File: config.mk
export PLATFORM = sky130hd
export DESIGN_NAME = sys_ctrl
export DESIGN_NICKNAME = d
export VERILOG_FILES = /design/src/rtl/sys_pkg.sv /design/src/rtl/sys_ctrl.sv
export SDC_FILE = /design/constraint.sdc
export NUM_CORES = 1
export LEC_CHECK = 0
export ABC_AREA = 1
export CAP_MARGIN = 10
export CORE_UTILIZATION = 53
export DETAILED_ROUTE_END_ITERATION = 8
export PLACE_DENSITY = 0.92
export SLEW_MARGIN = 10
export SYNTH_ARGS = -nofsm -noshare
export SYNTH_HDL_FRONTEND = slang
export SYNTH_SLANG_ARGS = --single-unit
File: constraint.sdc
create_clock -name CLK -period 3.85 [get_ports CLK]
set_input_delay 0.5775 -clock CLK [delete_from_list [all_inputs] [get_ports CLK]]
set_output_delay 0.5775 -clock CLK [all_outputs]
set_load 0.05 [all_outputs]
File: src/rtl/sys_pkg.sv
// Shared definitions for the UART command sequencer.
// Command codes, operand register addresses and FSM states.
package sys_pkg;

  localparam logic [7:0] CMD_WR      = 8'hAA;
  localparam logic [7:0] CMD_RD      = 8'hBB;
  localparam logic [7:0] CMD_ALU_OP  = 8'hCC;
  localparam logic [7:0] CMD_ALU_NOP = 8'hDD;

  localparam int ADDR_OP_A = 0;
  localparam int ADDR_OP_B = 1;

  typedef enum logic [3:0] {
    IDLE,
    WR_ADDR,
    WR_DATA,
    RD_ADDR,
    RD_WAIT,
    ALU_A,
    ALU_B,
    ALU_FUN,
    ALU_WAIT,
    TX_RD,
    TX_LSB,
    TX_MSB
  } state_e;

endpackage

File: src/rtl/sys_ctrl.sv
// Command sequencer: parses RX frames, drives regfile/ALU,
// and pushes response bytes into the TX FIFO.
module sys_ctrl
  import sys_pkg::*;
#(
  parameter int DATA_WIDTH = 8,
  parameter int ADDR_WIDTH = 4
) (
  input  logic                    CLK,
  input  logic                    RST,
  input  logic [DATA_WIDTH-1:0]   RX_P_DATA,
  input  logic                    RX_D_VLD,
  output logic                    WrEn,
  output logic                    RdEn,
  output logic [ADDR_WIDTH-1:0]   Address,
  output logic [DATA_WIDTH-1:0]   WrData,
  input  logic [DATA_WIDTH-1:0]   RdData,
  input  logic                    RdData_Valid,
  output logic                    ALU_EN,
  output logic [3:0]              ALU_FUN,
  output logic                    CLK_EN,
  input  logic [2*DATA_WIDTH-1:0] ALU_OUT,
  input  logic                    OUT_Valid,
  output logic [DATA_WIDTH-1:0]   WR_DATA,
  output logic                    WR_INC,
  input  logic                    FIFO_FULL
);

  localparam int RW = 2 * DATA_WIDTH;

  state_e                  state_q, state_d;
  logic [ADDR_WIDTH-1:0]   waddr_q, waddr_d;
  logic [RW-1:0]           res_q, res_d;
  logic                    wren_q, wren_d;
  logic                    rden_q, rden_d;
  logic [ADDR_WIDTH-1:0]   addr_q, addr_d;
  logic [DATA_WIDTH-1:0]   wdata_q, wdata_d;
  logic                    alu_en_q, alu_en_d;
  logic [3:0]              fun_q, fun_d;
  logic                    clk_en_q, clk_en_d;
  logic [DATA_WIDTH-1:0]   txd_q, txd_d;
  logic                    inc_q, inc_d;

  // WR_DATA and ALU_FUN states are package-qualified:
  // the port names of the same spelling shadow them here.
  always_comb begin
    state_d  = state_q;
    waddr_d  = waddr_q;
    res_d    = res_q;
    wren_d   = 1'b0;
    rden_d   = 1'b0;
    addr_d   = addr_q;
    wdata_d  = wdata_q;
    alu_en_d = 1'b0;
    fun_d    = fun_q;
    txd_d    = txd_q;
    inc_d    = 1'b0;
    case (state_q)
      IDLE: begin
        if (RX_D_VLD) begin
          case (RX_P_DATA)
            CMD_WR:      state_d = WR_ADDR;
            CMD_RD:      state_d = RD_ADDR;
            CMD_ALU_OP:  state_d = ALU_A;
            CMD_ALU_NOP: state_d = sys_pkg::ALU_FUN;
            default:     state_d = IDLE;
          endcase
        end
      end
      WR_ADDR: begin
        if (RX_D_VLD) begin
          waddr_d = RX_P_DATA[ADDR_WIDTH-1:0];
          state_d = sys_pkg::WR_DATA;
        end
      end
      sys_pkg::WR_DATA: begin
        if (RX_D_VLD) begin
          wren_d  = 1'b1;
          addr_d  = waddr_q;
          wdata_d = RX_P_DATA;
          state_d = IDLE;
        end
      end
      RD_ADDR: begin
        if (RX_D_VLD) begin
          rden_d  = 1'b1;
          addr_d  = RX_P_DATA[ADDR_WIDTH-1:0];
          state_d = RD_WAIT;
        end
      end
      RD_WAIT: begin
        if (RdData_Valid) begin
          res_d   = {{DATA_WIDTH{1'b0}}, RdData};
          state_d = TX_RD;
          // Push straight away when the FIFO has room
          if (!FIFO_FULL) begin
            inc_d   = 1'b1;
            txd_d   = RdData;
            state_d = IDLE;
          end
        end
      end
      ALU_A: begin
        if (RX_D_VLD) begin
          wren_d  = 1'b1;
          addr_d  = ADDR_WIDTH'(ADDR_OP_A);
          wdata_d = RX_P_DATA;
          state_d = ALU_B;
        end
      end
      ALU_B: begin
        if (RX_D_VLD) begin
          wren_d  = 1'b1;
          addr_d  = ADDR_WIDTH'(ADDR_OP_B);
          wdata_d = RX_P_DATA;
          state_d = sys_pkg::ALU_FUN;
        end
      end
      sys_pkg::ALU_FUN: begin
        if (RX_D_VLD) begin
          fun_d    = RX_P_DATA[3:0];
          alu_en_d = 1'b1;
          state_d  = ALU_WAIT;
        end
      end
      ALU_WAIT: begin
        alu_en_d = 1'b1;
        if (OUT_Valid) begin
          alu_en_d = 1'b0;
          res_d    = ALU_OUT;
          state_d  = TX_LSB;
          if (!FIFO_FULL) begin
            inc_d   = 1'b1;
            txd_d   = ALU_OUT[DATA_WIDTH-1:0];
            state_d = TX_MSB;
          end
        end
      end
      TX_RD: begin
        if (!FIFO_FULL) begin
          inc_d   = 1'b1;
          txd_d   = res_q[DATA_WIDTH-1:0];
          state_d = IDLE;
        end
      end
      TX_LSB: begin
        if (!FIFO_FULL) begin
          inc_d   = 1'b1;
          txd_d   = res_q[DATA_WIDTH-1:0];
          state_d = TX_MSB;
        end
      end
      TX_MSB: begin
        if (!FIFO_FULL) begin
          inc_d   = 1'b1;
          txd_d   = res_q[RW-1:DATA_WIDTH];
          state_d = IDLE;
        end
      end
      default: state_d = IDLE;
    endcase
    clk_en_d = (state_d == ALU_A) || (state_d == ALU_B) ||
               (state_d == sys_pkg::ALU_FUN) ||
               (state_d == ALU_WAIT);
  end

  always_ff @(posedge CLK or posedge RST) begin
    if (RST) begin
      state_q  <= IDLE;
      waddr_q  <= '0;
      res_q    <= '0;
      wren_q   <= 1'b0;
      rden_q   <= 1'b0;
      addr_q   <= '0;
      wdata_q  <= '0;
      alu_en_q <= 1'b0;
      fun_q    <= '0;
      clk_en_q <= 1'b0;
      txd_q    <= '0;
      inc_q    <= 1'b0;
    end else begin
      state_q  <= state_d;
      waddr_q  <= waddr_d;
      res_q    <= res_d;
      wren_q   <= wren_d;
      rden_q   <= rden_d;
      addr_q   <= addr_d;
      wdata_q  <= wdata_d;
      alu_en_q <= alu_en_d;
      fun_q    <= fun_d;
      clk_en_q <= clk_en_d;
      txd_q    <= txd_d;
      inc_q    <= inc_d;
    end
  end

  assign WrEn    = wren_q;
  assign RdEn    = rden_q;
  assign Address = addr_q;
  assign WrData  = wdata_q;
  assign ALU_EN  = alu_en_q;
  assign ALU_FUN = fun_q;
  assign CLK_EN  = clk_en_q;
  assign WR_DATA = txd_q;
  assign WR_INC  = inc_q;

endmodule

==> results.json <==
{
  "status": "finished clean",
  "tns_ns": 0,
  "pin_count": 67,
  "fp.dieH_um": 73.0,
  "required_ns": 4.05,
  "worst_setup_path_end_kind": "register",
  "p_per_area_nw_per_um2": 757,
  "drive_above_1_share_pct": 9.16,
  "skew_ns": 0.00286,
  "cpLargestDelayFamily": "simple AND/OR/NAND/NOR gates",
  "cts-buffers-inserted": 5,
  "hp-class": "reg2reg",
  "leakage_nw": 1.56,
  "vias_per_cell": 5.40,
  "min_period_ns": 2.26,
  "cts_sinks": 53,
  "netlist_instances": 330,
  "drc": 0,
  "grt_max_degree": 54,
  "async_reset_ff_share_pct": 100,
  "initial_core_util_pct": 55.8,
  "worst_pin_slew_ns": 1.07,
  "first_pass_iters": 5,
  "place_area_um2": 3350,
  "drtIter0Drc": 212,
  "clock_path_buffers": 2,
  "wl_per_cell_um": 14.0,
  "dp_hpwl_um": 4740,
  "syn2layout_area_growth_pct": 28.5,
  "synthesis.area_um2": 2670,
  "synthTopCellsByArea": "dfrtp_1 (50%), nand2_1 (12%), o21ai_0 (6.2%)",
  "synth_ff_type": "dfrtp_1",
  "design_area_um2": 3430,
  "placementRows": 25,
  "cts-root-buf": "clkbuf_8",
  "worstPathMaxFanout": 23,
  "crit_slowest_cell": "dfrtp_1",
  "synth_edf_count": 0,
  "dieArea_um2": 5330,
  "grt_use_total_pct": 25.7,
  "via_count": 2485,
  "core_area_um2": 4790,
  "htree_num_levels": 2,
  "max_cap_violations": 0,
  "finalMaxSlewViolations": 0,
  "synth-seq-area-share_pct": 49.6,
  "synth_top_area_share_pct": 49.6,
  "num_antenna_cells": 0,
  "grt_pass1_wl_um": 10500,
  "clk_latency_ns": 0.30,
  "cts_tree": "yes",
  "die_w_um": 73.0,
  "synthDistinctLibCells": 27,
  "slowest_delay_ns": 0.43,
  "timing.final.crit_share_pct": 58.7,
  "path_common_cell": "nor2_4",
  "timing.hold.ws_ns": 0.489,
  "path_clk_slew_ns": 0.09,
  "wirelength_um": 6460,
  "grt_pass1_vias": 2349,
  "ant_nets": 0,
  "yosysTopAreaCell": "dfrtp_1",
  "hold_viol": 0,
  "post_cts_buffers": 0,
  "syn_avg_cell_area_um2": 8.10,
  "fmax_mhz": 442,
  "antenna_found_initial": 0,
  "cts_hold_buf": 0,
  "crit_buf_inv": 2,
  "synth-seq-cells": 53,
  "synth_warnings": 0,
  "ir_worst_vdd_mv": 0.509,
  "overflow": 0,
  "slew-limit-headroom_pct": 28.3,
  "yosys-top-cells-count": "nand2_1 (83), dfrtp_1 (53), o21ai_0 (33)",
  "setup_viol": 0,
  "port_buffers": 66,
  "cp_data_arrival_time_ns": 2.46,
  "place_congestion": 0.898,
  "path_class": "reg2reg",
  "syn_nets": 368,
  "cp_cell_sequence": "inv_2, nor2_4, inv_2, nor2_4, nand2_2, o211ai_4, nor2_4, nand3_1, nand2_1",
  "pre_cts_ws_ns": 1.50,
  "fin_ws_ns": 1.59,
  "cp-start-kind": "register",
  "fin_nets": 430,
  "ctsResizeCount": 0,
  "synth.most_common_cell": "nand2_1",
  "rsz0062_at_grt": "no"
}
==> per-layer routing <==
layer  global-route usage (%)  share of wire [%]
met1                     32.7                 43
met4                     7.84                1.5
met3                     5.11                6.4
met2                     44.1                 49
met5                        0                  0
==> worst reg2reg max path, stage by stage, from the launching register on <==
cell      delay (ns)
dfrtp_1         0.43
inv_2           0.10
nor2_4          0.43
inv_2           0.21
nor2_4          0.37
nand2_2         0.14
o211ai_4        0.17
nor2_4          0.12
nand3_1         0.13
nand2_1         0.06
==> metrics by stage <==
| stage | power, mW | util [%] | cells |
|---|---|---|---|
| 3_3_place_gp | 2.25 | 69.9 | 452 |
| 6_report | 2.60 | 71.7 | 460 |
| 5_1_grt | 2.75 | 71.7 | 460 |
| 4_1_cts | 2.61 | 71.7 | 460 |
| 2_1_floorplan | 1.88 | - | 330 |
| 3_5_place_dp | 2.29 | 69.9 | 452 |
==> final cells by class <==
type	instances	area (µm²)
Multi-Input combinational cell	229	1140
Timing Repair Buffer	66	661
Fill cell	378	1350
Inverter	37	140
Clock inverter	2	13.8
Clock buffer	6	72.6
Tap cell	67	83.8
Sequential cell	53	1330
==> path summary, 6_finish.rpt <==
check / from / end / slack (ns) / cells past startpoint
worst max-delay path: state_q[3]$_DFF_PP0_ / WR_DATA[5]$_DFFE_PP0P_ / 1.59 / 9
worst min-delay path: waddr_q[0]$_DFFE_PP0P_ / waddr_q[0]$_DFFE_PP0P_ / 0.49 / 2
worst max register to register: state_q[3]$_DFF_PP0_ / WR_DATA[5]$_DFFE_PP0P_ / 1.59 / 9
worst min register to register: waddr_q[0]$_DFFE_PP0P_ / waddr_q[0]$_DFFE_PP0P_ / 0.49 / 2
max in group asynchronous: RST / state_q[3]$_DFF_PP0_ / 2.57 / 2
min in group asynchronous: RST / res_q[12]$_DFFE_PP0P_ / 0.74 / 2
==> where the power goes <==
group	internal [mW]	switching [mW]
registers	0.797	0.128
clock network	0.130	0.185
logic	0.443	0.917
==> sequential cells by signal, summed over array words and instances, names as in the netlist <==
| signal | flops |
|---|---|
| ALU_EN | 1 |
| ALU_FUN | 4 |
| Address | 4 |
| CLK_EN | 1 |
| RdEn | 1 |
| WR_DATA | 8 |
| WR_INC | 1 |
| WrData | 8 |
| WrEn | 1 |
| res_q | 16 |
| state_q | 4 |
| waddr_q | 4 |
==> logic make-up after synthesis <==
logic type	Yosys count	share of synthesized area, %
AOI/OAI and AO/OA	67	15.4
buffers and inverters	48	7.87
DFF	53	49.6
and+or+nand+nor	162	27.1
==> cells in the final DEF (no fill, tap or decap) <==
cell and count:
nor3_1 1, clkbuf_8 5, a21oi_2 1, o21ai_0 33
clkinv_2 2, nor2_2 2, nand3_1 26, nand3_2 1
o21bai_1 1, nand4_1 2, inv_2 6, dfrtp_1 53
o2111ai_1 8, a31oi_1 12, a21boi_0 1, nor2_4 4
or2_2 7, nand2_1 83, o211ai_4 1, a21oi_1 1
nand3b_1 2, o21ai_1 7, inv_1 30, inv_6 1
o21ai_2 2, nand2_2 4, clkdlybuf4s50_1 66, clkbuf_1 1
nor2_1 30
No activity file was read; power rests on OpenSTA's default activity.
